## config.mk

```make
export PLATFORM = sky130hd
export DESIGN_NAME = uart_rx
export DESIGN_NICKNAME = d
export VERILOG_FILES = /design/src/rtl/uart_rx.sv
export SDC_FILE = /design/constraint.sdc
export NUM_CORES = 1
export LEC_CHECK = 0
export ABC_AREA = 1
export CELL_PAD_IN_SITES_DETAIL_PLACEMENT = 2
export CELL_PAD_IN_SITES_GLOBAL_PLACEMENT = 2
export CORE_MARGIN = 5
export CORE_UTILIZATION = 31
export CTS_CLUSTER_SIZE = 25
export DETAILED_ROUTE_END_ITERATION = 8
export GPL_ROUTABILITY_DRIVEN = 0
export PLACE_DENSITY = 0.83
export SETUP_SLACK_MARGIN = 0.1
export SLEW_MARGIN = 20
export SYNTH_ARGS = -nofsm -noshare
export SYNTH_HDL_FRONTEND = slang
export SYNTH_SLANG_ARGS = --single-unit
```

## constraint.sdc

```tcl
create_clock -name i_clk -period 1.7 [get_ports i_clk]
set_clock_uncertainty 0.2 [all_clocks]
set_input_delay 0.425 -clock i_clk [delete_from_list [all_inputs] [get_ports i_clk]]
set_output_delay 0.425 -clock i_clk [all_outputs]
set_load 0.01 [all_outputs]
```

## src/rtl/uart_rx.sv

```systemverilog
// UART receiver: 16x oversampled, mid-bit sampling, 2-flop input synchronizer.
// Reports each frame with a one-cycle o_rx_done plus a stop-bit error flag.
module uart_rx #(
    parameter int DBIT    = 8,
    parameter int SB_TICK = 16
) (
    input  logic            i_clk,
    input  logic            i_reset,
    input  logic            i_tick,
    input  logic            i_rx,
    output logic [DBIT-1:0] o_data,
    output logic            o_rx_done,
    output logic            o_frame_err
);

    localparam int NW = (DBIT > 1) ? $clog2(DBIT) : 1;

    typedef enum logic [1:0] {
        IDLE,
        START,
        DATA,
        STOP
    } state_t;

    state_t          state_q, state_d;
    logic [3:0]      s_q, s_d;
    logic [NW-1:0]   n_q, n_d;
    logic [DBIT-1:0] b_q, b_d;
    logic [DBIT-1:0] data_q, data_d;
    logic            err_q, err_d;
    logic            done_q, done_d;
    logic            rx_meta_q, rx_s_q;

    // Synchronizer resets to the idle-high level so reset never looks like a start edge.
    always_ff @(posedge i_clk) begin
        if (i_reset) begin
            rx_meta_q <= 1'b1;
            rx_s_q    <= 1'b1;
        end else begin
            rx_meta_q <= i_rx;
            rx_s_q    <= rx_meta_q;
        end
    end

    always_ff @(posedge i_clk) begin
        if (i_reset) begin
            state_q <= IDLE;
            s_q     <= '0;
            n_q     <= '0;
            b_q     <= '0;
            data_q  <= '0;
            err_q   <= 1'b0;
            done_q  <= 1'b0;
        end else begin
            state_q <= state_d;
            s_q     <= s_d;
            n_q     <= n_d;
            b_q     <= b_d;
            data_q  <= data_d;
            err_q   <= err_d;
            done_q  <= done_d;
        end
    end

    always_comb begin
        state_d = state_q;
        s_d     = s_q;
        n_d     = n_q;
        b_d     = b_q;
        data_d  = data_q;
        err_d   = err_q;
        done_d  = 1'b0;
        case (state_q)
            // Edge detection is not gated by i_tick so the start is seen as early as possible.
            IDLE: begin
                if (!rx_s_q) begin
                    state_d = START;
                    s_d     = '0;
                end
            end
            START: begin
                if (i_tick) begin
                    if (s_q == 4'd7) begin
                        if (!rx_s_q) begin
                            state_d = DATA;
                            s_d     = '0;
                            n_d     = '0;
                        end else begin
                            state_d = IDLE;
                        end
                    end else begin
                        s_d = s_q + 4'd1;
                    end
                end
            end
            DATA: begin
                if (i_tick) begin
                    if (s_q == 4'd15) begin
                        s_d = '0;
                        b_d = (b_q >> 1) | (DBIT'(rx_s_q) << (DBIT - 1));
                        if (n_q == NW'(DBIT - 1)) begin
                            state_d = STOP;
                        end else begin
                            n_d = n_q + 1'b1;
                        end
                    end else begin
                        s_d = s_q + 4'd1;
                    end
                end
            end
            STOP: begin
                if (i_tick) begin
                    if (s_q == 4'(SB_TICK - 1)) begin
                        state_d = IDLE;
                        data_d  = b_q;
                        err_d   = ~rx_s_q;
                        done_d  = 1'b1;
                    end else begin
                        s_d = s_q + 4'd1;
                    end
                end
            end
            default: state_d = IDLE;
        endcase
    end

    assign o_data      = data_q;
    assign o_frame_err = err_q;
    assign o_rx_done   = done_q;

endmodule

```

==> results.json <==
{
  "hold_viol": 0,
  "syn-cell-area_um2": 1291,
  "yosys_warnings": 0,
  "reg2regPathDepth": 10,
  "slowest_delay_ns": 0.36,
  "viasPerCell": 4.988,
  "tightest_slew_ns": 0.2512,
  "die_height_um": 74.54,
  "final_common_cell": "nor2_1",
  "path_cells": "ha_4 -> nand2_4 -> nor2_4 -> nand2_2 -> buf_4 -> buf_4 -> nand3b_1 -> nand2_1 -> nand2_1 -> a21oi_2",
  "cts-root-buf": "clkbuf_8",
  "setup_viol": 0,
  "hold_end": "rx_s_q$_SDFF_PP1_",
  "final.setup.tns_ns": 0,
  "start_kind": "flop",
  "final_cell_mix": "nor2_1, nand2_1, dfxtp_1, dlygate4sd2_1",
  "rows": 23,
  "die-width_um": 74.54,
  "grt_antenna_before_repair": 0,
  "dp_hpwl_mm": 2.994,
  "fillerInstances": 453,
  "timing.final.ws_setup_ns": 0.01244,
  "cts_buffer_depth": 2,
  "drt-total-wl_mm": 4.857,
  "r2r_end": "s_q[2]$_SDFFE_PP0P_",
  "powerDensity_nw_per_um2": 919.5,
  "synth-seq-cells": 29,
  "layout_worst_path_cycle_share_pct": 99.27,
  "n_antenna_cell": 0,
  "drt-initial-drc-count": 17,
  "yosysUniqueCellTypes": 22,
  "die-area_um2": 5556,
  "grt_usage_pct": 17.69,
  "cts_inserted_buffers": 5,
  "max_freq_mhz": 592.6,
  "rsz0062_at_grt": "true",
  "leakagePower_nw": 0.7862,
  "path_clk_slew_ns": 0.07,
  "grt_start_max_net_pins": 23,
  "placedInstanceArea_um2": 1538,
  "grt_pass1_vias": 1431,
  "cts_hold_buffers": 0,
  "io_buffers": 13,
  "synthToLayoutAreaGrowth_pct": 42.05,
  "wl_per_cell_um": 18.90,
  "status": "completed",
  "cp-end-kind": "flop",
  "dp_slack_ns": -0.2211,
  "postSynthCellCount": 177,
  "max_cap_viol_count": 0,
  "crit_buf_inv": 2,
  "final_core_util_pct": 45.53,
  "clkSinkCount": 29,
  "ff2ff_setup_slack_ns": 0.01,
  "pin_count": 14,
  "worstHoldStart": "rx_meta_q$_SDFF_PP1_",
  "seq_area_um2": 591.8,
  "whs_path_depth": 1,
  "grt_pass1_wl_mm": 7.272,
  "synth_nets": 184,
  "drt-pass1-iter-count": 2,
  "finalCriticalPeriod_ns": 1.688,
  "avgSynthCellArea_um2": 7.295,
  "whs_ns": 0.2177,
  "stdcell_area_um2": 1834,
  "h-tree-depth": 2,
  "cts_tree": "yes",
  "ir_drop_v": 0.0005352,
  "nets": 213,
  "slew_viol_final": 0,
  "fp.coreArea_um2": 4029,
  "drc": 0,
  "crit_required_ns": 1.68,
  "seq_area_frac_synth_pct": 44.96,
  "multi_input_area_um2": 749.5,
  "max-slew-margin-rel_pct": 83.08,
  "num_vias": 1282,
  "rr_startpoint": "s_q[0]$_SDFFE_PP0P_",
  "cp.depth": 10,
  "grt-ovfl-total": 0,
  "initial_core_util_pct": 32.05,
  "insertion_delay_ns": 0.29,
  "hp-class": "flop to flop",
  "critPathTopFamily": "simple AND/OR/NAND/NOR gates",
  "critical_path_class": "flop to flop",
  "drive_gt1_share_pct": 34.30,
  "postRouteAntennaNets": 0,
  "cpMaxStageDelayCell": "dfxtp_2",
  "cp.arrival_ns": 1.67,
  "cp_max_fo": 5
}
==> routing by layer <==
layer / track usage (%) / vias to the layer above / wire (um)
met3: 4.595 / 8 / 80
met5: 0 / - / 0
li1: - / 620 / -
met4: 7.115 / 0 / 99
met1: 19.23 / 642 / 1866
met2: 32.39 / 12 / 2812
==> logic make-up after synthesis <==
kind of cell / count (synthesis) / synth area share [%]
simple gates: 101 / 34.98
xor+xnor: 1 / 0.6784
flops: 29 / 44.96
buf+inv: 17 / 5.814
fa+ha+maj: 3 / 2.907
compound gates: 26 / 10.66
==> synth_stat cells <==
cell / n / share of area, %
xor2_1: 1 / 0.68
nor2_2: 2 / 0.97
ha_1: 3 / 2.9
nor2_4: 4 / 3.5
or2_2: 2 / 0.97
o21ai_2: 1 / 0.68
a21oi_2: 1 / 0.68
buf_6: 1 / 0.87
nor3_1: 1 / 0.39
nand2_1: 31 / 9.0
nand3_1: 11 / 4.3
nand3_2: 1 / 0.78
nand2_2: 3 / 1.5
nor2_1: 45 / 13
nand3b_1: 1 / 0.58
buf_4: 1 / 0.58
o21ai_0: 16 / 6.2
dfxtp_1: 29 / 45
inv_1: 9 / 2.6
inv_2: 4 / 1.2
a21oi_1: 8 / 3.1
clkbuf_1: 2 / 0.58
==> metrics by stage <==
step | power (W) | cells
global placement | 0.0008882 | 245
global route | 0.001752 | 257
floorplan | 0.0008384 | 177
detailed placement | 0.0009042 | 245
CTS | 0.001672 | 254
finish | 0.001687 | 257
==> worst register-to-register path, cell delays in order, from the launching register on <==
cell and delay (ns):
dfxtp_2 0.36, ha_4 0.19, nand2_4 0.06, nor2_4 0.13, nand2_2 0.10, buf_4 0.14, buf_4 0.13, nand3b_1 0.09
nand2_1 0.06, nand2_1 0.07, a21oi_2 0.05
==> power by group <==
| group | switching, W | internal [W] | total (W) |
|---|---|---|---|
| combinational | 0.000132 | 0.0000728 | 0.000205 |
| sequential | 0.0000254 | 0.000696 | 0.000721 |
| clock | 0.000283 | 0.000477 | 0.000760 |
==> cell type report <==
type	count	area share, %
timing repair buffer	25	13.71
multi-input combinational	131	40.86
timing repair inverter	1	0.3411
clock buffer	7	4.707
clock inverter	1	1.637
tap	50	3.411
inverter	13	3.070
sequential	29	32.26
==> flip-flops by register name, summed over array words and instances, names as in the netlist, 3 cells and up, named ones only <==
signal  flops
o_data      8
b_q         8
s_q         4
n_q         3
==> worst max-delay path by stage <==
stage | start | endpoint | slack, ns
floorplan | s_q[0]$_SDFFE_PP0P_ | flop | 0.19
global placement | i_tick | o_data[4]$_SDFFE_PP0P_ | -0.17
detailed placement | i_tick | o_frame_err$_SDFFE_PP0P_ | -0.22
CTS | s_q[1]$_SDFFE_PP0P_ | o_data[5]$_SDFFE_PP0P_ | 0.03
global route | state_q[0]$_SDFFE_PP0P_ | n_q[0]$_SDFFE_PP0P_ | -0.03
finish | s_q[0]$_SDFFE_PP0P_ | s_q[2]$_SDFFE_PP0P_ | 0.01
==> repair_timing <==
| item | CTS | global route |
|---|---|---|
| gates cloned | 0 | 1 |
| gates resized for setup | 29 | 40 |
| hold endpoints to repair | 0 | 0 |
| pin swaps | 7 | 16 |
| setup endpoints to repair | 34 | 27 |
| buffers inserted | 1 | 2 |
Note: power is estimated with default switching activity, not from simulation.
